--- config.mk ---
export PLATFORM = sky130hd
export DESIGN_NAME = readout_feature_quantizer
export DESIGN_NICKNAME = d
export VERILOG_FILES = /design/src/rtl/readout_feature_quantizer_pkg.sv /design/src/rtl/readout_feature_quantizer_bin_accum_quant.sv /design/src/rtl/readout_feature_quantizer.sv
export SDC_FILE = /design/constraint.sdc
export NUM_CORES = 1
export LEC_CHECK = 0
export ABC_AREA = 1
export CORE_ASPECT_RATIO = 1.75
export CORE_MARGIN = 5
export CORE_UTILIZATION = 64
export CTS_BUF_LIST = sky130_fd_sc_hd__clkbuf_4
export DETAILED_ROUTE_END_ITERATION = 10
export GPL_TIMING_DRIVEN = 0
export PLACE_DENSITY_LB_ADDON = 0.25
export SLEW_MARGIN = 10
export SYNTH_ARGS = -nofsm -noshare
export SYNTH_HDL_FRONTEND = slang
export SYNTH_SLANG_ARGS = --single-unit
--- constraint.sdc ---
create_clock -name clk -period 5.41 [get_ports clk]
set_input_delay 1.082 -clock clk [delete_from_list [all_inputs] [get_ports clk]]
set_output_delay 1.082 -clock clk [all_outputs]
set_load 0.01 [all_outputs]
--- src/rtl/readout_feature_quantizer_pkg.sv ---
// Shared sizing, FSM states and the bin-sum quantizer for the readout feature front end.
// Everything derives from the five base localparams below.
package readout_feature_pkg;

  localparam int SAMPLE_W = 16;
  localparam int DECIM    = 8;
  localparam int NUM_BINS = 16;
  localparam int IN_BW    = 2;
  localparam int SHIFT    = 12;

  localparam int DEC_W = $clog2(DECIM);
  localparam int ACC_W = SAMPLE_W + DEC_W;
  localparam int W     = NUM_BINS * DECIM;
  localparam int OUT_W = 2 * NUM_BINS * IN_BW;
  localparam int CNT_W = $clog2(W);

  localparam logic signed [ACC_W-1:0] Q_MAX = ACC_W'((2 ** (IN_BW - 1)) - 1);
  localparam logic signed [ACC_W-1:0] Q_MIN = ACC_W'(-(2 ** (IN_BW - 1)));

  typedef enum logic [1:0] {ACCUM, DRAIN, HOLD} state_e;

  // Arithmetic shift then clamp into the signed IN_BW-bit code range.
  function automatic logic [IN_BW-1:0] quantize(input logic signed [ACC_W-1:0] sum);
    logic signed [ACC_W-1:0] q;
    q = sum >>> SHIFT;
    if (q > Q_MAX)      quantize = Q_MAX[IN_BW-1:0];
    else if (q < Q_MIN) quantize = Q_MIN[IN_BW-1:0];
    else                quantize = q[IN_BW-1:0];
  endfunction

endpackage

--- src/rtl/readout_feature_quantizer_bin_accum_quant.sv ---
// Single-channel box-car accumulator; quantizes the bin sum including the sample
// that completes the bin, and restarts the accumulation in that same cycle.
module bin_accum_quant
  import readout_feature_pkg::*;
(
  input  logic                clk,
  input  logic                rst_n,
  input  logic                en_i,
  input  logic                bin_last_i,
  input  logic                clr_i,
  input  logic [SAMPLE_W-1:0] sample_i,
  output logic [IN_BW-1:0]    code_o,
  output logic                bin_done_o
);

  logic signed [ACC_W-1:0] acc_q, acc_d, sum;

  assign sum        = acc_q + {{DEC_W{sample_i[SAMPLE_W-1]}}, sample_i};
  assign code_o     = quantize(sum);
  assign bin_done_o = en_i & bin_last_i;

  always_comb begin
    acc_d = acc_q;
    if (clr_i || bin_done_o) acc_d = '0;
    else if (en_i)           acc_d = sum;
  end

  always_ff @(posedge clk or negedge rst_n) begin
    if (!rst_n) acc_q <= '0;
    else        acc_q <= acc_d;
  end

endmodule

--- src/rtl/readout_feature_quantizer.sv ---
// Window framing FSM, sample counter, shadow feature vector and the held output
// register feeding layer0 of the readout classifier.
module readout_feature_quantizer
  import readout_feature_pkg::*;
(
  input  logic                clk,
  input  logic                rst_n,
  input  logic                s_valid,
  output logic                s_ready,
  input  logic [SAMPLE_W-1:0] s_i,
  input  logic [SAMPLE_W-1:0] s_q,
  input  logic                s_last,
  output logic                m_valid,
  input  logic                m_ready,
  output logic [OUT_W-1:0]    m_data,
  output logic                err_short,
  output logic                err_long
);

  state_e             state_q;
  logic [CNT_W-1:0]   cnt_q;
  logic [OUT_W-1:0]   shadow_q, shadow_d, m_data_q;
  logic               m_valid_q, err_short_q, err_long_q;
  logic               accum_xfer, win_end, bin_last, short_clr;
  logic               done_i, done_q;
  logic [IN_BW-1:0]   code_i, code_q;
  logic [CNT_W-DEC_W-1:0] bin_idx;

  assign s_ready    = (state_q != HOLD);
  assign m_valid    = m_valid_q;
  assign m_data     = m_data_q;
  assign err_short  = err_short_q;
  assign err_long   = err_long_q;

  assign accum_xfer = s_valid && (state_q == ACCUM);
  assign win_end    = (cnt_q == CNT_W'(W - 1));
  assign bin_last   = &cnt_q[DEC_W-1:0];
  assign bin_idx    = cnt_q[CNT_W-1:DEC_W];
  // A short window must not leak its partial bin into the next window.
  assign short_clr  = accum_xfer && s_last && !win_end;

  bin_accum_quant u_acc_i (
    .clk        (clk),
    .rst_n      (rst_n),
    .en_i       (accum_xfer),
    .bin_last_i (bin_last),
    .clr_i      (short_clr),
    .sample_i   (s_i),
    .code_o     (code_i),
    .bin_done_o (done_i)
  );

  bin_accum_quant u_acc_q (
    .clk        (clk),
    .rst_n      (rst_n),
    .en_i       (accum_xfer),
    .bin_last_i (bin_last),
    .clr_i      (short_clr),
    .sample_i   (s_q),
    .code_o     (code_q),
    .bin_done_o (done_q)
  );

  // The merged view lets the final bin reach m_data on the same edge it completes.
  always_comb begin
    shadow_d = shadow_q;
    if (done_i) shadow_d[int'(bin_idx) * IN_BW +: IN_BW] = code_i;
    if (done_q) shadow_d[(NUM_BINS + int'(bin_idx)) * IN_BW +: IN_BW] = code_q;
  end

  always_ff @(posedge clk or negedge rst_n) begin
    if (!rst_n) begin
      state_q     <= ACCUM;
      cnt_q       <= '0;
      shadow_q    <= '0;
      m_data_q    <= '0;
      m_valid_q   <= 1'b0;
      err_short_q <= 1'b0;
      err_long_q  <= 1'b0;
    end else begin
      err_short_q <= 1'b0;
      err_long_q  <= 1'b0;
      shadow_q    <= shadow_d;
      case (state_q)
        ACCUM: begin
          if (s_valid) begin
            if (win_end) begin
              cnt_q <= '0;
              if (s_last) begin
                m_data_q  <= shadow_d;
                m_valid_q <= 1'b1;
                state_q   <= HOLD;
              end else begin
                err_long_q <= 1'b1;
                state_q    <= DRAIN;
              end
            end else if (s_last) begin
              cnt_q       <= '0;
              err_short_q <= 1'b1;
            end else begin
              cnt_q <= cnt_q + CNT_W'(1);
            end
          end
        end
        DRAIN: begin
          if (s_valid && s_last) state_q <= ACCUM;
        end
        HOLD: begin
          if (m_ready) begin
            m_valid_q <= 1'b0;
            state_q   <= ACCUM;
          end
        end
        default: state_q <= ACCUM;
      endcase
    end
  end

endmodule

# Yosys cells after proc, flatten, opt, wreduce, memory -nomap -nowiden
# Cells that the tools add are included.
# word_totals
regBits	178
inputBits	37
latch_bits	0
out_inout_bits	68
romBits	0
ram_bits	0
wordCells	80
mem_count	0
# classes
mul	0
div	0
add_sub_neg	6
n_mux	33
n_reduce_logical	14
bitwise	1
n_shift	4
n_lt_le_gt_ge	4
eq_ne	9
# ops
op	count
bitwise mux 64 bit	2
2-to-1 mux 64 bit	2
variable shift 2 x 33 -> 64 bit, first input constant	2
variable part select 2 x 33 -> 64 bit	2
2-to-1 mux 19 bit	4
adder 19 bit	2
negator 5 -> 33 bit	1
negator 7 -> 33 bit	1
2-to-1 mux 2 bit	9
greater-than comparator 7 x 2 -> 1 bit, second input constant	2
< comparator 7 x 2 -> 1 bit, second input constant	2
2-to-1 mux 7 bit	2
2-to-1 mux 1 bit	12
!= test 2 bit, second input constant	6
AND reduction 4 bit	2
adder 7 x 1 -> 7 bit, second input constant	1
== test 7 bit, second input constant	1
adder 5 x 4 -> 6 bit, first input constant	1
case mux 2 bit (3 select lines)	1
AND reduction 5 bit	1
logical AND 1 bit	4
nonzero test 2 bit	2
AND reduction 3 bit	1
== test 2 x 1 -> 1 bit, second input constant	1
other kinds (7)	7

# Longest topological paths before layout
# Gate-level depths: netlist of the first run.
# logic_depth
depth_word	9
mapped_depth	24
ltp_nobuf	24

# Hierarchy
# From an unflattened synthesis of the first run, not the netlist that was laid out.
# hier_totals
cells_unflattened	1406
area_unflattened_um2	10520.1
# by_module_without_submodules
module	seq_area_each_um2	area_per_inst_um2	cells_per_inst	instances
readout_feature_quantizer	3503.4	6832.8	868	1
bin_accum_quant (u_acc_q)	475.5	1883.1	276	1
bin_accum_quant (u_acc_i)	475.5	1804.2	262	1

# Worst setup path before layout of the first run
# OpenSTA, ideal clock, no wires.
# synth_timing
path_kind	in2reg
start	input s_i[0]
end	register m_data_q[10], in the netlist m_data[10]
path_stages	22
required_ns	5.345
slack_ns	2.104
n_path_buf	0
setup_time_ns	0.065
arrival_ns	3.241
path_cell_list	ha_1 -> fa_1 -> nand3_1 -> nand3_1 -> nand2_1 -> nand2_1 -> nand2_1 -> nand3_1 -> nand2_1 -> inv_1 -> nor2_1 -> nand2_1 -> nand2_1 -> nand3_2 -> nor2_2 -> nand2_1 -> nor2_1 -> nand2_1 -> nand2_1 -> and2_4 -> nand2_1 -> nand2_1
# synth_via
elab_chain_cells	9
elab_cells_between_ends	10
cone_classes	add/sub: 1; order compare: 2; shift: 1; mux: 6
# synth_rtl
item	line	source
from (decl)	readout_feature_quantizer.sv:10	input logic [SAMPLE_W-1:0] s_i,
adder 19 bit *	readout_feature_quantizer_bin_accum_quant.sv:18	assign sum = acc_q + {{DEC_W{sample_i[SAMPLE_W-1]}}, sample_i};
< comparator 7 x 2 -> 1 bit	readout_feature_quantizer_pkg.sv:27	else if (q < Q_MIN) quantize = Q_MIN[IN_BW-1:0];
2-to-1 mux 2 bit	readout_feature_quantizer_pkg.sv:27	
2-to-1 mux 2 bit *	readout_feature_quantizer_pkg.sv:26	if (q > Q_MAX) quantize = Q_MAX[IN_BW-1:0];
variable part select 2 x 33 -> 64 bit *	readout_feature_quantizer.sv:67	if (done_i) shadow_d[int'(bin_idx) * IN_BW +: IN_BW] = code_i;
bitwise mux 64 bit *	readout_feature_quantizer.sv:67	
2-to-1 mux 64 bit *	readout_feature_quantizer.sv:67	
bitwise mux 64 bit	readout_feature_quantizer.sv:68	if (done_q) shadow_d[(NUM_BINS + int'(bin_idx)) * IN_BW +: IN_BW] = code_q;
2-to-1 mux 64 bit *	readout_feature_quantizer.sv:68	
named net shadow_d[10]	readout_feature_quantizer.sv:22	logic [OUT_W-1:0] shadow_q, shadow_d, m_data_q;
to (signal assigned)	readout_feature_quantizer.sv:90	m_data_q <= shadow_d;
to (decl)	readout_feature_quantizer.sv:22	
# The timed path passes the listed nets; every way through them passes the cells marked *.
# A chain may end at the register's enable or synchronous reset.

# Final worst setup path of the first run
# layout_timing
start	input s_i[0]
end	register m_data_q[30], in the netlist m_data[30]
# layout_via
elab_chain_cells	9
elab_cells_between_ends	10
cone_classes	add/sub: 1; order compare: 2; shift: 1; mux: 6
# layout_rtl
item	line
adder 19 bit *	readout_feature_quantizer_bin_accum_quant.sv:18
< comparator 7 x 2 -> 1 bit	readout_feature_quantizer_pkg.sv:27
2-to-1 mux 2 bit	readout_feature_quantizer_pkg.sv:27
2-to-1 mux 2 bit *	readout_feature_quantizer_pkg.sv:26
variable part select 2 x 33 -> 64 bit *	readout_feature_quantizer.sv:67
bitwise mux 64 bit *	readout_feature_quantizer.sv:67
2-to-1 mux 64 bit *	readout_feature_quantizer.sv:67
bitwise mux 64 bit	readout_feature_quantizer.sv:68
2-to-1 mux 64 bit *	readout_feature_quantizer.sv:68
# Mark *: on every way between the ends. The rest lies on a longest branch, timed or not.

==> key figures, run 1 <==
Drt
  – Vias: 9590
  – Pre-antenna DRT Iters: 5
  – Vias per cell: between 5 and 6
  – Post-DRT Antenna Nets: 0
  – Final WL: between 30 and 40 mm
  – DR DRC count: 0
  – Iteration-0 DRC Markers: 607
  – Drt wl/cell: approximately 19 um

CTS
  – Worst skew pair latency: 570 ps
  – Clk sink count: 178
  – Total CTS buffers: 17
  – H-tree depth: 4
  – Post-CTS Hold Buffers: 0
  – Setup bufs post-CTS: 0
  – CTS clk-pin slew, worst paths: 180 ps
  – Clock tree root driver cell: clkbuf_4
  – Post-CTS Resized: 0
  – CTS Buffer Depth: 2
  – CTS tree: done

Logic synthesis
  – Synth Instances: 1335
  – Main synth FF type: dfrtp_1
  – FF+latch count, synth: 178
  – Seq/Total Area, Yosys: between 40% and 50%
  – Post-Syn Nets: between 1000 and 1500
  – Post-synth EDFFs: 0
  – Syn Std Cell Area: ~10000 sq um
  – Synth cell types: 54
  – Ys async rst share: 100%
  – Syn_area_per_cell: ~7.6 sq um
  – Total number of yosys warnings: 0

Hold path
  – Hold/Removal Path Class: input pin to asynchronous set/reset pin

Final layout
  – Area Growth Syn to Fin: 16.1%
  – Commonest non-fill, non-tap cell in the layout: nand2_1
  – Fin cells: ~1700
  – Net count, final: about 1500
  – Share of cells above drive strength 1: ~7.4%
  – Core Util, Final: between 70% and 80%
  – Fin area: about 12000 sq um
  – Most frequent cells in the layout: nand2_1, dfrtp_1, inv_1

Worst setup path
  – WP buf/inv: 2
  – CP max stage cell: fa_1
  – Required @ worst endpoint: between 5000 and 6000 ps
  – CP Launch Type: input pin
  – Critical path type: input pin to register
  – Critical Path Most Common Cell: nand2_1
  – CP top delay family: simple AND/OR/NAND/NOR gates
  – Worst-path cell chain: clkdlybuf4s50_1 > ha_1 > fa_1 > nand3_1 > nand3_1 > nand2_1 > nand2_1 > nand2_1 > nand3_1 > nand2_1 > inv_1 > nor2_1 > nand2_1 > nand2_1 > nand3_2 > nor2_2 > nand3_1 > a21o_1 > nand2_1 > nand3_1 > nand2_1
  – CP arrival: roughly 4500 ps
  – CP endpoint kind: register
  – Crit path largest cell delay: 440 ps
  – Critical-path maximum fanout: 4

Placed design
  – Gpl congestion: ~1.0
  – Placed cells: 1629
  – Placed instance area: around 11000 sq um
  – Number of buffers added on ports: between 100 and 150
  – Hpwl dp: roughly 24 mm
  – Post-placement setup slack: a little over 900 ps

Floorplan
  – Die outline width: approximately 110 um
  – Cell Rows: around 60
  – DIE HEIGHT: 177 um
  – Die area: 18600 sq um
  – Top Ports: 105
  – Initial Util: 64.6%
  – Core area: approximately 16000 sq um

GRT
  – Gr usage total: between 30 and 40%
  – Vias in the first global route: approximately 9900
  – Largest net degree at the start of global routing: 96
  – Initial antenna violation count: 1
  – First-pass GRT wire length: 49.7 mm
  – GRT overflow: 0

STA
  – Part of the cycle the worst path needs: about 74%
  – Final setup TNS: 0 ps
  – F_max: approximately 250 MHz
  – Minimum clock period: 4010 ps
  – Fin. Hold Viols: 0
  – Post-route setup slack: 1400 ps
  – Setup-failing EPs final: 0
  – Fin. max-slew vios: 0
  – Final setup skew: between 30 and 40 ps
  – Unrepaired setup endpoints after global routing: false
  – Worst slew pin tran: approximately 740 ps
  – Worst slew margin: about 50%

Power and ir drop
  – Power Density: between 400 and 500 nW/um^2
  – Pleak: 5.98 nW
  – Max IR drop VDD: 0.288 mV

Run
  – Max-cap violations: 0

Run status
  – Status: finished, final reports clean
-- routing by layer --
layer,part of all wire [%],vias up,global-route usage (%)
met1,33,4456,33.5
li1,-,4543,-
met2,53,427,62.3
met5,0,-,0
met4,9.6,0,27.9
met3,5.1,164,4.67
-- worst register-to-register path, delay by kind of cell, from the launching register on --
| kind | cells | cell delay, ps |
|---|---|---|
| AO/OA/AOI/OAI | 2 | 290 |
| adder cells (fa/ha/maj) | 1 | 270 |
| flip-flops | 1 | 440 |
| buffers and inverters | 5 | 780 |
| AND/OR/NAND/NOR | 9 | 1870 |
-- cell usage after synthesis (4+ instances only) --
library cell | count | area, sq um
inv_1 | 133 | 499
o21ai_1 | 8 | 40.0
clkbuf_1 | 18 | 67.6
xnor2_1 | 13 | 114
ha_1 | 44 | 551
nor3_1 | 16 | 80.1
a31oi_1 | 14 | 87.6
buf_2 | 11 | 55.1
nor2_1 | 110 | 413
a21oi_1 | 56 | 280
nand2_2 | 14 | 87.6
nand2_1 | 457 | 1720
nand3_1 | 53 | 265
a22o_1 | 8 | 70.1
a21o_1 | 7 | 52.6
o211ai_1 | 4 | 30.0
nand4_1 | 16 | 100
o21ai_2 | 4 | 35.0
o22ai_1 | 4 | 25.0
xor2_1 | 11 | 96.3
o21a_1 | 4 | 30.0
dfrtp_1 | 178 | 4450
a21oi_2 | 5 | 43.8
inv_2 | 10 | 37.5
nor2_2 | 5 | 31.3
o21ai_0 | 85 | 425
-- per-stage QoR --
stage | hold WS (ps) | total power, mW
global placement | 461 | 4.37
global route | 489 | 5.71
floorplan | 436 | 3.57
finish | 455 | 5.33
detailed placement | 464 | 4.48
CTS | 497 | 5.31
-- path summary, 6_finish.rpt --
kind                            cells past startpoint  startpoint      endpoint  slack (ps)
max in group asynchronous                           2       rst_n  shadow_q[41]        4020
worst max register to register                     17    cnt_q[3]    m_data[30]        1730
worst max-delay path                               21      s_i[0]    m_data[30]        1400
min in group clk                                    2  m_data[10]    m_data[10]         490
worst min register to register                      2  m_data[10]    m_data[10]         490
worst min-delay path                                1       rst_n     m_data[3]         450
-- cells by family (layout without fill, tap and decap cells) --
kind of cell | count (synthesis) | count (layout) | share of synthesized area (%)
DFF | 178 | 178 | 43.8
adders and majority gates | 46 | 46 | 5.81
muxes | 4 | 4 | 0.406
and+or+nand+nor | 689 | 689 | 28.1
AOI/OAI and AO/OA | 213 | 213 | 12.5
other | 0 | 1 | 0
buffers and inverters | 181 | 318 | 7.27
xor gates and xnor gates | 24 | 24 | 2.07
-- layout make-up --
type                    count  area [sq um]
multi-input cells         976          4970
flip-flops and latches    178          4450
fillers                  1193          3930
repair buffers            105          1070
inverters                 143           537
well taps                 189           236
plain buffers              38           201
clock inverters            15           191
clock buffers              17           128
diodes                      1          2.50
-- flip-flops by register name, indices dropped and copies added, names as in the netlist --
| signal | count |
|---|---|
| cnt_q | 7 |
| u_acc_q.acc_q | 19 |
| state_q | 2 |
| u_acc_i.acc_q | 19 |
| err_short | 1 |
| m_valid | 1 |
| m_data | 64 |
| err_long | 1 |
| shadow_q | 64 |
-- power breakdown --
part	switching, mW	leakage [nW]	internal [mW]
clock	0.528	0.164	0.298
sequential	0.182	2.34	1.63
combinational	1.73	3.48	0.963
Power figures use the tool's default switching activity.
==> inputs of run 2 (changes only) <==
- CORE_UTILIZATION: 64 -> 54
- clock period: 5.41 -> 3.6 ns (I/O delays scaled with it)
==> key figures, run 2 (synthesis gave the netlist of run 1 again) <==
Power and ir drop
  – Max IR drop VDD: 0.399 mV (+39%)
  – Tot Pwr: 7.79 mW (+46%)
  – Pleak: 5.97 nW (-0.27%)
  – Power Density: 659 nW/um^2 (+46%)

Run
  – Max-cap violations: 0 (unchanged)

Floorplan
  – Die outline width: 114 um (+8.0%)
  – Die area: 21800 sq um (+17%)
  – Top Ports: 105 (unchanged)
  – Initial Util: 54.7% (-9.9 points)
  – Core area: 18600 sq um (+18%)
  – Cell Rows: 66 (+8.2%)
  – DIE HEIGHT: 191 um (+8.4%)

Worst setup path
  – CP endpoint kind: register
  – CP Launch Type: input pin
  – Critical path type: input pin to register
  – CP arrival: 4010 ps (-500 ps)
  – Required @ worst endpoint: 4140 ps (-1770 ps)
  – Critical-path maximum fanout: 5 (+1)

STA
  – Fin. Hold Viols: 0 (unchanged)
  – Worst slew margin: 49.5% (-0.52 points)
  – Setup-failing EPs final: 0 (unchanged)
  – Unrepaired setup endpoints after global routing: true
  – F_max: approximately 290 MHz
  – Hold_ws: 74.1 ps (-381 ps)
  – Final setup skew: 23.0 ps (-11.9 ps)
  – Fin. max-slew vios: 0 (unchanged)
  – Worst slew pin tran: 758 ps (+15.7 ps)
  – Minimum clock period: 3460 ps
  – Part of the cycle the worst path needs: between 90% and 100%

CTS
  – Clk sink count: 178 (unchanged)
  – Post-CTS Hold Buffers: 0 (unchanged)
  – CTS tree: done
  – Total CTS buffers: 17 (unchanged)
  – Worst skew pair latency: 600 ps (+30 ps)
  – CTS Buffer Depth: 2 (unchanged)
  – H-tree depth: 4 (unchanged)
  – CTS clk-pin slew, worst paths: 140 ps (-40 ps)
  – Clock tree root driver cell: clkbuf_4

Final layout
  – # fillers: 1708 (+43%)
  – Share of cells above drive strength 1: 7.68% (+0.27 points)
  – Area Growth Syn to Fin: 16.4%
  – Most frequent cells in the layout: nand2_1, dfrtp_1, inv_1
  – Commonest non-fill, non-tap cell in the layout: nand2_1
  – Net count, final: 1542 (unchanged)
  – Fin cells: 1711 (+2.9%)

Hold path
  – Hold/Removal Path Class: input pin to asynchronous set/reset pin

Placed design
  – Placed cells: 1678 (+3.0%)
  – Hpwl dp: 24.1 mm (-0.90%)
  – Number of buffers added on ports: 104 (unchanged)
  – Gpl congestion: 0.981 (-3.7%)

Drt
  – Iteration-0 DRC Markers: 615 (+1.3%)
  – DR DRC count: 0 (unchanged)
  – Final WL: 30.8 mm (-1.3%)
  – Vias per cell: 5.37 (-6.9%)
  – Drt wl/cell: 18.0 um (-4.1%)
  – Pre-antenna DRT Iters: 5 (unchanged)
  – Post-DRT Antenna Nets: 0 (unchanged)
  – Vias: 9189 (-4.2%)

GRT
  – GRT overflow: 0 (unchanged)
  – Met1 Use GR: 29.6% (-3.9 points)
  – Vias in the first global route: 9206 (-6.9%)
  – GR Layer Usage met3: 4.24% (-0.43 points)
  – Largest net degree at the start of global routing: 102 (+6.3%)
  – First-pass GRT wire length: 48.3 mm (-2.9%)
  – Initial antenna violation count: 1 (unchanged)
  – Global routing's busiest layer: met2
  – Gr usage total: 29.2% (-5.0 points)
  – Grt met2 use: 53.7% (-8.5 points)

Run status
  – Status: finished, final reports clean
[run 2: cell count changes in the layout (fill, tap and decap cells not counted), sizes merged]
cell and delta:
inv -4, clkinv +2, clkinvlp +2, bufinv -1, clkbuf +1
[run 2: routing by layer]
metal | part of all wire (%) | up-vias | wire, um
met3 | 3.3 | 98 | 1020
met2 | 53 | 230 | 16400
met5 | 0 | - | 0
li1 | - | 4556 | -
met4 | 7.9 | 0 | 2430
met1 | 36 | 4305 | 10900
[run 2: path summary, 6_finish.rpt]
path,startpoint,slack (ps),cells after the start,to
worst max-delay path,s_i[0],140,22,m_data[31]
worst min-delay path,rst_n,70,1,u_acc_i.acc_q[11]
worst max register to register,cnt_q[3],140,17,m_data[30]
worst min register to register,m_data[25],490,2,m_data[25]
max in group asynchronous,rst_n,2610,2,shadow_q[20]
min in group clk,m_data[25],490,2,m_data[25]
[run 2: timing repair]
action                                  in CTS  in global routing
resized for setup                            1                  8
setup buffers                                0                  0
endpoints found under the setup margin       1                 11
[run 2: power breakdown]
part / internal (mW) / total (mW) / leakage (nW) / switching [mW]
logic: 1.45 / 4.01 / 3.49 / 2.57
registers: 2.45 / 2.70 / 2.34 / 0.254
clock network: 0.346 / 1.07 / 0.130 / 0.728
total: 4.24 / 7.79 / 5.97 / 3.55
[run 2: stage by stage]
stage | TNS (ps) | setup slack (ps) | instance area (sq um) | utilization (%)
after CTS | 0 | 94.9 | 11800 | 63.4
after global placement | -998120 | -5520 | 11500 | 61.9
after floorplan | 0 | 656 | 10200 | -
after detailed placement | -23470 | -560 | 11500 | 62.1
after global routing | -88.3 | -61.9 | 11800 | 63.6
final | 0 | 135 | 11800 | 63.6
[run 2: worst max-delay path, stage by stage]
cell	delay, ps
clkdlybuf4s50_1	420
ha_1	260
fa_1	440
nand2_1	110
nand3_2	120
nand2_1	150
nand2_2	80
a21oi_2	140
inv_1	50
nand2_1	60
nand2_2	130
nor2_4	220
inv_2	70
nor2_2	180
nand2_1	100
nor2_1	180
nand2_1	80
nand3_1	70
o211ai_1	110
nand2_1	180
nand2_1	90
nand2_1	60
[run 2: final cells by class]
type                    instances  area [sq um]  share of cell area, %
flip-flops and latches        178          4450                   37.7
well taps                     238           298                   2.52
repair buffers                105          1070                   9.08
clock inverters                14           114                  0.963
inverters                     143           537                   4.54
plain buffers                  38           203                   1.71
diodes                          1          2.50                 0.0212
clock buffers                  18           135                   1.14
multi-input cells             976          5010                   42.3
